==> src/rtl/axis_consumer_buf.sv <==
// Valid/ready stream sink: DEPTH-entry FWFT buffer drained by pop, with ready throttle,
// beat/packet counters, per-packet XOR checksum and a sticky handshake checker.
module axis_consumer_buf #(
  parameter int DATA_W = 32,
  parameter int DEPTH  = 8,
  parameter int CNT_W  = 16
) (
  input  logic                       clk,
  input  logic                       rst_n,
  input  logic                       s_vld,
  output logic                       s_rdy,
  input  logic [DATA_W-1:0]          s_data,
  input  logic                       s_last,
  input  logic [3:0]                 thr_period,
  input  logic                       pop,
  output logic                       out_vld,
  output logic [DATA_W-1:0]          out_data,
  output logic                       out_last,
  output logic [$clog2(DEPTH):0]     level,
  input  logic                       stat_clr,
  output logic [CNT_W-1:0]           beat_cnt,
  output logic [CNT_W-1:0]           pkt_cnt,
  output logic [DATA_W-1:0]          pkt_csum,
  output logic                       csum_vld,
  output logic                       proto_err
);
  localparam int AW = $clog2(DEPTH);
  localparam int LW = AW + 1;

  logic [DATA_W:0]     mem_q [DEPTH];
  logic [AW-1:0]       wr_ptr_q, wr_ptr_d, rd_ptr_q, rd_ptr_d;
  logic [LW-1:0]       level_q, level_d;
  logic [3:0]          thr_cnt_q, thr_cnt_d;
  logic [DATA_W-1:0]   csum_acc_q, csum_acc_d, pkt_csum_q, pkt_csum_d;
  logic [CNT_W-1:0]    beat_cnt_q, beat_cnt_d, pkt_cnt_q, pkt_cnt_d;
  logic                csum_vld_q, csum_vld_d, proto_err_q, proto_err_d;
  logic                prev_q, prev_d, prev_last_q, prev_last_d;
  logic [DATA_W-1:0]   prev_data_q, prev_data_d;

  logic full, thr_stall, accept, do_pop, violation;

  assign full      = (level_q == LW'(DEPTH));
  assign thr_stall = (thr_period != 4'd0) && (thr_cnt_q == thr_period);
  // Ready depends on registered state only, so a pop never opens the sink in the same cycle.
  assign s_rdy     = rst_n && !full && !thr_stall;
  assign accept    = s_vld && s_rdy;
  assign do_pop    = pop && (level_q != '0);
  assign violation = prev_q && (!s_vld || (s_data != prev_data_q) || (s_last != prev_last_q));

  assign out_vld   = (level_q != '0);
  assign out_data  = mem_q[rd_ptr_q][DATA_W-1:0];
  assign out_last  = mem_q[rd_ptr_q][DATA_W];
  assign level     = level_q;
  assign beat_cnt  = beat_cnt_q;
  assign pkt_cnt   = pkt_cnt_q;
  assign pkt_csum  = pkt_csum_q;
  assign csum_vld  = csum_vld_q;
  assign proto_err = proto_err_q;

  always_comb begin
    wr_ptr_d    = accept ? wr_ptr_q + AW'(1) : wr_ptr_q;
    rd_ptr_d    = do_pop ? rd_ptr_q + AW'(1) : rd_ptr_q;
    level_d     = level_q;
    if (accept && !do_pop) level_d = level_q + LW'(1);
    else if (!accept && do_pop) level_d = level_q - LW'(1);

    thr_cnt_d = '0;
    if (thr_period != 4'd0 && !thr_stall) thr_cnt_d = thr_cnt_q + 4'd1;

    prev_d      = s_vld && !s_rdy;
    prev_data_d = s_data;
    prev_last_d = s_last;

    beat_cnt_d  = beat_cnt_q;
    pkt_cnt_d   = pkt_cnt_q;
    csum_acc_d  = csum_acc_q;
    pkt_csum_d  = pkt_csum_q;
    csum_vld_d  = 1'b0;
    proto_err_d = proto_err_q || violation;
    // Clear wins over a same-cycle accept: the beat is buffered but not counted.
    if (stat_clr) begin
      beat_cnt_d  = '0;
      pkt_cnt_d   = '0;
      csum_acc_d  = '0;
      pkt_csum_d  = '0;
      proto_err_d = 1'b0;
    end else if (accept) begin
      beat_cnt_d = beat_cnt_q + CNT_W'(1);
      if (s_last) begin
        pkt_csum_d = csum_acc_q ^ s_data;
        csum_acc_d = '0;
        pkt_cnt_d  = pkt_cnt_q + CNT_W'(1);
        csum_vld_d = 1'b1;
      end else begin
        csum_acc_d = csum_acc_q ^ s_data;
      end
    end
  end

  always_ff @(posedge clk or negedge rst_n) begin
    if (!rst_n) begin
      wr_ptr_q    <= '0;
      rd_ptr_q    <= '0;
      level_q     <= '0;
      thr_cnt_q   <= '0;
      csum_acc_q  <= '0;
      pkt_csum_q  <= '0;
      beat_cnt_q  <= '0;
      pkt_cnt_q   <= '0;
      csum_vld_q  <= 1'b0;
      proto_err_q <= 1'b0;
      prev_q      <= 1'b0;
      prev_data_q <= '0;
      prev_last_q <= 1'b0;
    end else begin
      wr_ptr_q    <= wr_ptr_d;
      rd_ptr_q    <= rd_ptr_d;
      level_q     <= level_d;
      thr_cnt_q   <= thr_cnt_d;
      csum_acc_q  <= csum_acc_d;
      pkt_csum_q  <= pkt_csum_d;
      beat_cnt_q  <= beat_cnt_d;
      pkt_cnt_q   <= pkt_cnt_d;
      csum_vld_q  <= csum_vld_d;
      proto_err_q <= proto_err_d;
      prev_q      <= prev_d;
      prev_data_q <= prev_data_d;
      prev_last_q <= prev_last_d;
    end
  end

  // Storage carries no reset; contents are only observed behind out_vld.
  always_ff @(posedge clk) begin
    if (accept) mem_q[wr_ptr_q] <= {s_last, s_data};
  end
endmodule
==> config.mk <==
export PLATFORM = sky130hd
export DESIGN_NAME = axis_consumer_buf
export DESIGN_NICKNAME = d
export VERILOG_FILES = /design/src/rtl/axis_consumer_buf.sv
export SDC_FILE = /design/constraint.sdc
export NUM_CORES = 1
export LEC_CHECK = 0
export BUFFER_PORTS_ARGS = -buffer_cell sky130_fd_sc_hd__buf_2
export CELL_PAD_IN_SITES_DETAIL_PLACEMENT = 1
export CELL_PAD_IN_SITES_GLOBAL_PLACEMENT = 2
export CORE_ASPECT_RATIO = 1.25
export CORE_MARGIN = 1.5
export CORE_UTILIZATION = 39
export CTS_CLUSTER_DIAMETER = 30
export DETAILED_ROUTE_END_ITERATION = 6
export HOLD_SLACK_MARGIN = 0.05
export PLACE_DENSITY = 0.74
export SLEW_MARGIN = 0
export SYNTH_ARGS = -nofsm -noshare
export SYNTH_HDL_FRONTEND = slang
export SYNTH_SLANG_ARGS = --single-unit
==> constraint.sdc <==
create_clock -name clk -period 5.2 [get_ports clk]
set_clock_uncertainty 0.2 [all_clocks]
set_input_delay 0.78 -clock clk [delete_from_list [all_inputs] [get_ports clk]]
set_output_delay 0.78 -clock clk [all_outputs]
set_load 0.03 [all_outputs]
==> results.sh <==
export IMPL_max_stage_delay_ns=0.71
export IMPL_finalHoldViolCount=0
export IMPL_hp_class="primary input to flop"
export IMPL_cts_num_sinks=410
export IMPL_grt_pass1_wl_um=65000
export IMPL_boundaryPins=147
export IMPL_antenna_found_initial=1
export IMPL_ant_nets=0
export IMPL_slew_headroom=0.301
export IMPL_worstSkewPairLatency_ns=0.60
export IMPL_cts_buffer_depth=3
export IMPL_fin_crit_ns=4.09
export IMPL_grt_pass1_vias=11000
export IMPL_crit_slowest_cell="buf_4"
export IMPL_synth_distinct_cells=46
export IMPL_synth_edf_count=264
export IMPL_grt_ovfl_total=0
export IMPL_gp_congestion=0.743
export IMPL_grt_max_degree=67
export IMPL_die_h_um=235
export IMPL_cp_max_fo=60
export IMPL_critPathCaptureType="output port"
export IMPL_p_leak_nw=7.79
export IMPL_viasPerCell=5.24
export IMPL_crit_reg2reg_capture="level[3]$_DFFE_PN0P_"
export IMPL_crit_family="buffers and inverters"
export IMPL_yosysWarnings=0
export IMPL_critPathKind="primary input to output port"
export IMPL_finalCritPeriodShare=0.787
export IMPL_wl_per_cell_um=22.0
export IMPL_yosysSeqAreaShare=0.690
export IMPL_syn_inst=1067
export IMPL_final_setup_tns_ns=0
export IMPL_die_x_um=189
export IMPL_clk_pin_slew_ns=0.05
export IMPL_first_pass_iters=4
export IMPL_place_port_buffers=146
export IMPL_ys_flop_type="edfxtp_1"
export IMPL_core_um2=42300
export IMPL_syn_num_nets=1118
export IMPL_h_tree_depth=3
export IMPL_ir_drop_mv=0.321
export IMPL_cp_depth=6
export IMPL_avgSynthCellArea_um2=15.7
export IMPL_grt_use_total=0.193
export IMPL_tightest_slew_ns=1.05
export IMPL_fmax_mhz=244
export IMPL_wl_um=41600
export IMPL_n_fill_cell=4172
export IMPL_max_cap_violations=0
export IMPL_worstSetupStartpointType="primary input"
export IMPL_synth_largest_area_cell="edfxtp_1"
export IMPL_die_area_um2=44300
export IMPL_grt_setup_unrepaired="no"
export IMPL_ys_ff_latch=410
export IMPL_worstPathArrival_ns=3.11
export IMPL_rows=84
export IMPL_cp_data_required_time_ns=4.22
export IMPL_reg2reg_depth=12
export IMPL_worstHoldPathCells=1
export IMPL_reg2reg_slack_ns=1.38
export IMPL_drive_above_1_share=0.323
export IMPL_crit_buf_inv=4
export IMPL_area_delta_synth_final_pct=25.2
export IMPL_final_nets=1315
export IMPL_drcViolationCount=0
export IMPL_finalSetupViolCount=0
export IMPL_drtIter0Drc=476
export IMPL_ys_async_sr_fraction=0.356
export IMPL_outcome="finished clean"
export IMPL_tritoncts="built"
export IMPL_cts_resized=0
export IMPL_start_util=0.397
export IMPL_synthTopCellsByArea="edfxtp_1, dfrtp_1, mux4_2, nor2_1, mux2_2"
export IMPL_num_vias=9928
export IMPL_syn_area_um2=16800
export IMPL_synth_top_area_share=0.472
export IMPL_hp_start="s_data[27]"
export IMPL_min_to="prev_data_q[27]$_DFF_PN0_"
export IMPL_power_density_nw_per_um2=563
export IMPL_final_util=0.497
export IMPL_slew_viol_final=0
export IMPL_reg2reg_from="level[0]$_DFFE_PN0P_"
export IMPL_cts_root_buf="clkbuf_16"
export IMPL_dp_hpwl_um=25000
export IMPL_timing_hold_ws_ns=0.242
export IMPL_cp_cell_sequence="dlygate4sd3_1, buf_6, buf_4, nand2_1, a21oi_1, buf_2"
export IMPL_numCtsBuffers=83
==> placed cells by master (no fill, tap or decap), types with 14 or more instances in the layout <==
| cell | instances |
|---|---|
| xnor2_1 | 35 |
| buf_2 | 144 |
| a21oi_1 | 51 |
| nor2b_1 | 33 |
| mux4_2 | 66 |
| edfxtp_1 | 264 |
| inv_1 | 36 |
| mux2_2 | 36 |
| nand2_1 | 25 |
| nor2_1 | 116 |
| clkbuf_16 | 87 |
| clkbuf_1 | 14 |
| a211oi_1 | 25 |
| clkinvlp_4 | 14 |
| o32ai_1 | 31 |
| xor2_1 | 27 |
| buf_4 | 16 |
| dfrtp_1 | 144 |
==> synthesized netlist by cell type (2+ instances only) <==
master	instances
a211oi_1	25
a211oi_2	11
a21oi_1	51
and3_1	3
and4_1	4
buf_1	6
buf_2	11
buf_4	3
clkbuf_1	31
dfrtp_1	146
edfxtp_1	264
ha_1	8
inv_1	36
mux2_2	36
mux4_2	66
nand2_1	25
nand3_1	9
nand4_1	13
nor2_1	117
nor2b_1	33
nor3_1	5
nor3b_1	2
nor4_1	8
nor4b_1	3
o2111ai_1	6
o211ai_1	6
o21ai_0	13
o31ai_1	4
o32ai_1	31
or3_1	10
or4_1	6
xnor2_1	35
xor2_1	27
==> registers in the layout, summed over array words and instances (netlist names), 3 cells and up <==
register,cells
rd_ptr_q,3
wr_ptr_q,3
pkt_csum,32
level,4
pkt_cnt,16
prev_data_q,32
beat_cnt,16
csum_acc_q,32
mem_q,264
thr_cnt_q,4
==> worst max path at each step <==
| stage | from | endpoint |
|---|---|---|
| global route | rst_n | s_rdy |
| CTS | rst_n | s_rdy |
| finish | rst_n | s_rdy |
| detailed placement | thr_period[1] | level[3]$_DFFE_PN0P_ |
| global placement | thr_period[1] | level[3]$_DFFE_PN0P_ |
| floorplan | thr_period[1] | mem_q[3][0]$_DFFE_PP_ |
==> worst register-to-register path: stages, from the launching register on <==
cell     delay [ns]
dfrtp_1        0.46
nor4b_1        0.72
nor2_2         0.24
o21ai_2        0.32
inv_2          0.34
ha_1           0.34
inv_1          0.12
ha_1           0.25
a21o_1         0.18
a21oi_1        0.18
xnor2_1        0.14
nor2_1         0.07
xor2_1         0.14
==> cells by family after synthesis <==
kind of cell               after synthesis  share of synthesized area
AOI/OAI and AO/OA                      150                     0.0637
DFF                                    410                      0.690
buffers and inverters                   89                     0.0218
muxes                                  102                      0.113
adders and majority gates                9                    0.00716
and+or+nand+nor                        245                     0.0722
xor gates and xnor gates                62                     0.0324
==> metrics by stage <==
step | std cells | cell area, um2 | power, mW | worst slack (ns)
final | 1894 | 21000 | 11.8 | 1.11
after global routing | 1894 | 21000 | 12.3 | 0.824
after CTS | 1893 | 21000 | 12.0 | 1.01
after detailed placement | 1737 | 18200 | 6.80 | 1.17
after global placement | 1737 | 18200 | 6.76 | 1.25
after floorplan | 1067 | 16800 | 5.95 | 0.268
==> power by group <==
part | switching [mW] | internal (mW) | total (mW)
sequential | 0.344 | 3.77 | 4.11
clock | 1.79 | 3.36 | 5.15
combinational | 1.47 | 1.10 | 2.57
==> timing repair <==
item | in CTS | in global routing
buffers inserted | 0 | 0
hold buffers | 1 | 0
endpoints found under the setup margin | 0 | 0
hold endpoints to repair | 38 | 0
==> layer usage <==
layer  vias up  global-route usage  share of wire
li1       4501                   -              -
met1      5116               0.233           0.40
met2       242               0.331           0.51
met3        69              0.0475          0.055
met4         0              0.0770          0.028
met5         -                   0              0
==> area by class of cell <==
cell class / count / area, um2 / share of cell area
Antenna cell: 1 / 2.50 / 0.000119
Clock buffer: 103 / 2260 / 0.107
Clock inverter: 52 / 520 / 0.0248
Inverter: 37 / 139 / 0.00661
Multi-Input combinational cell: 568 / 4900 / 0.233
Sequential cell: 410 / 11600 / 0.551
Tap cell: 559 / 699 / 0.0333
Timing Repair Buffer: 164 / 902 / 0.0429
No activity file was read; power rests on OpenSTA's default activity.
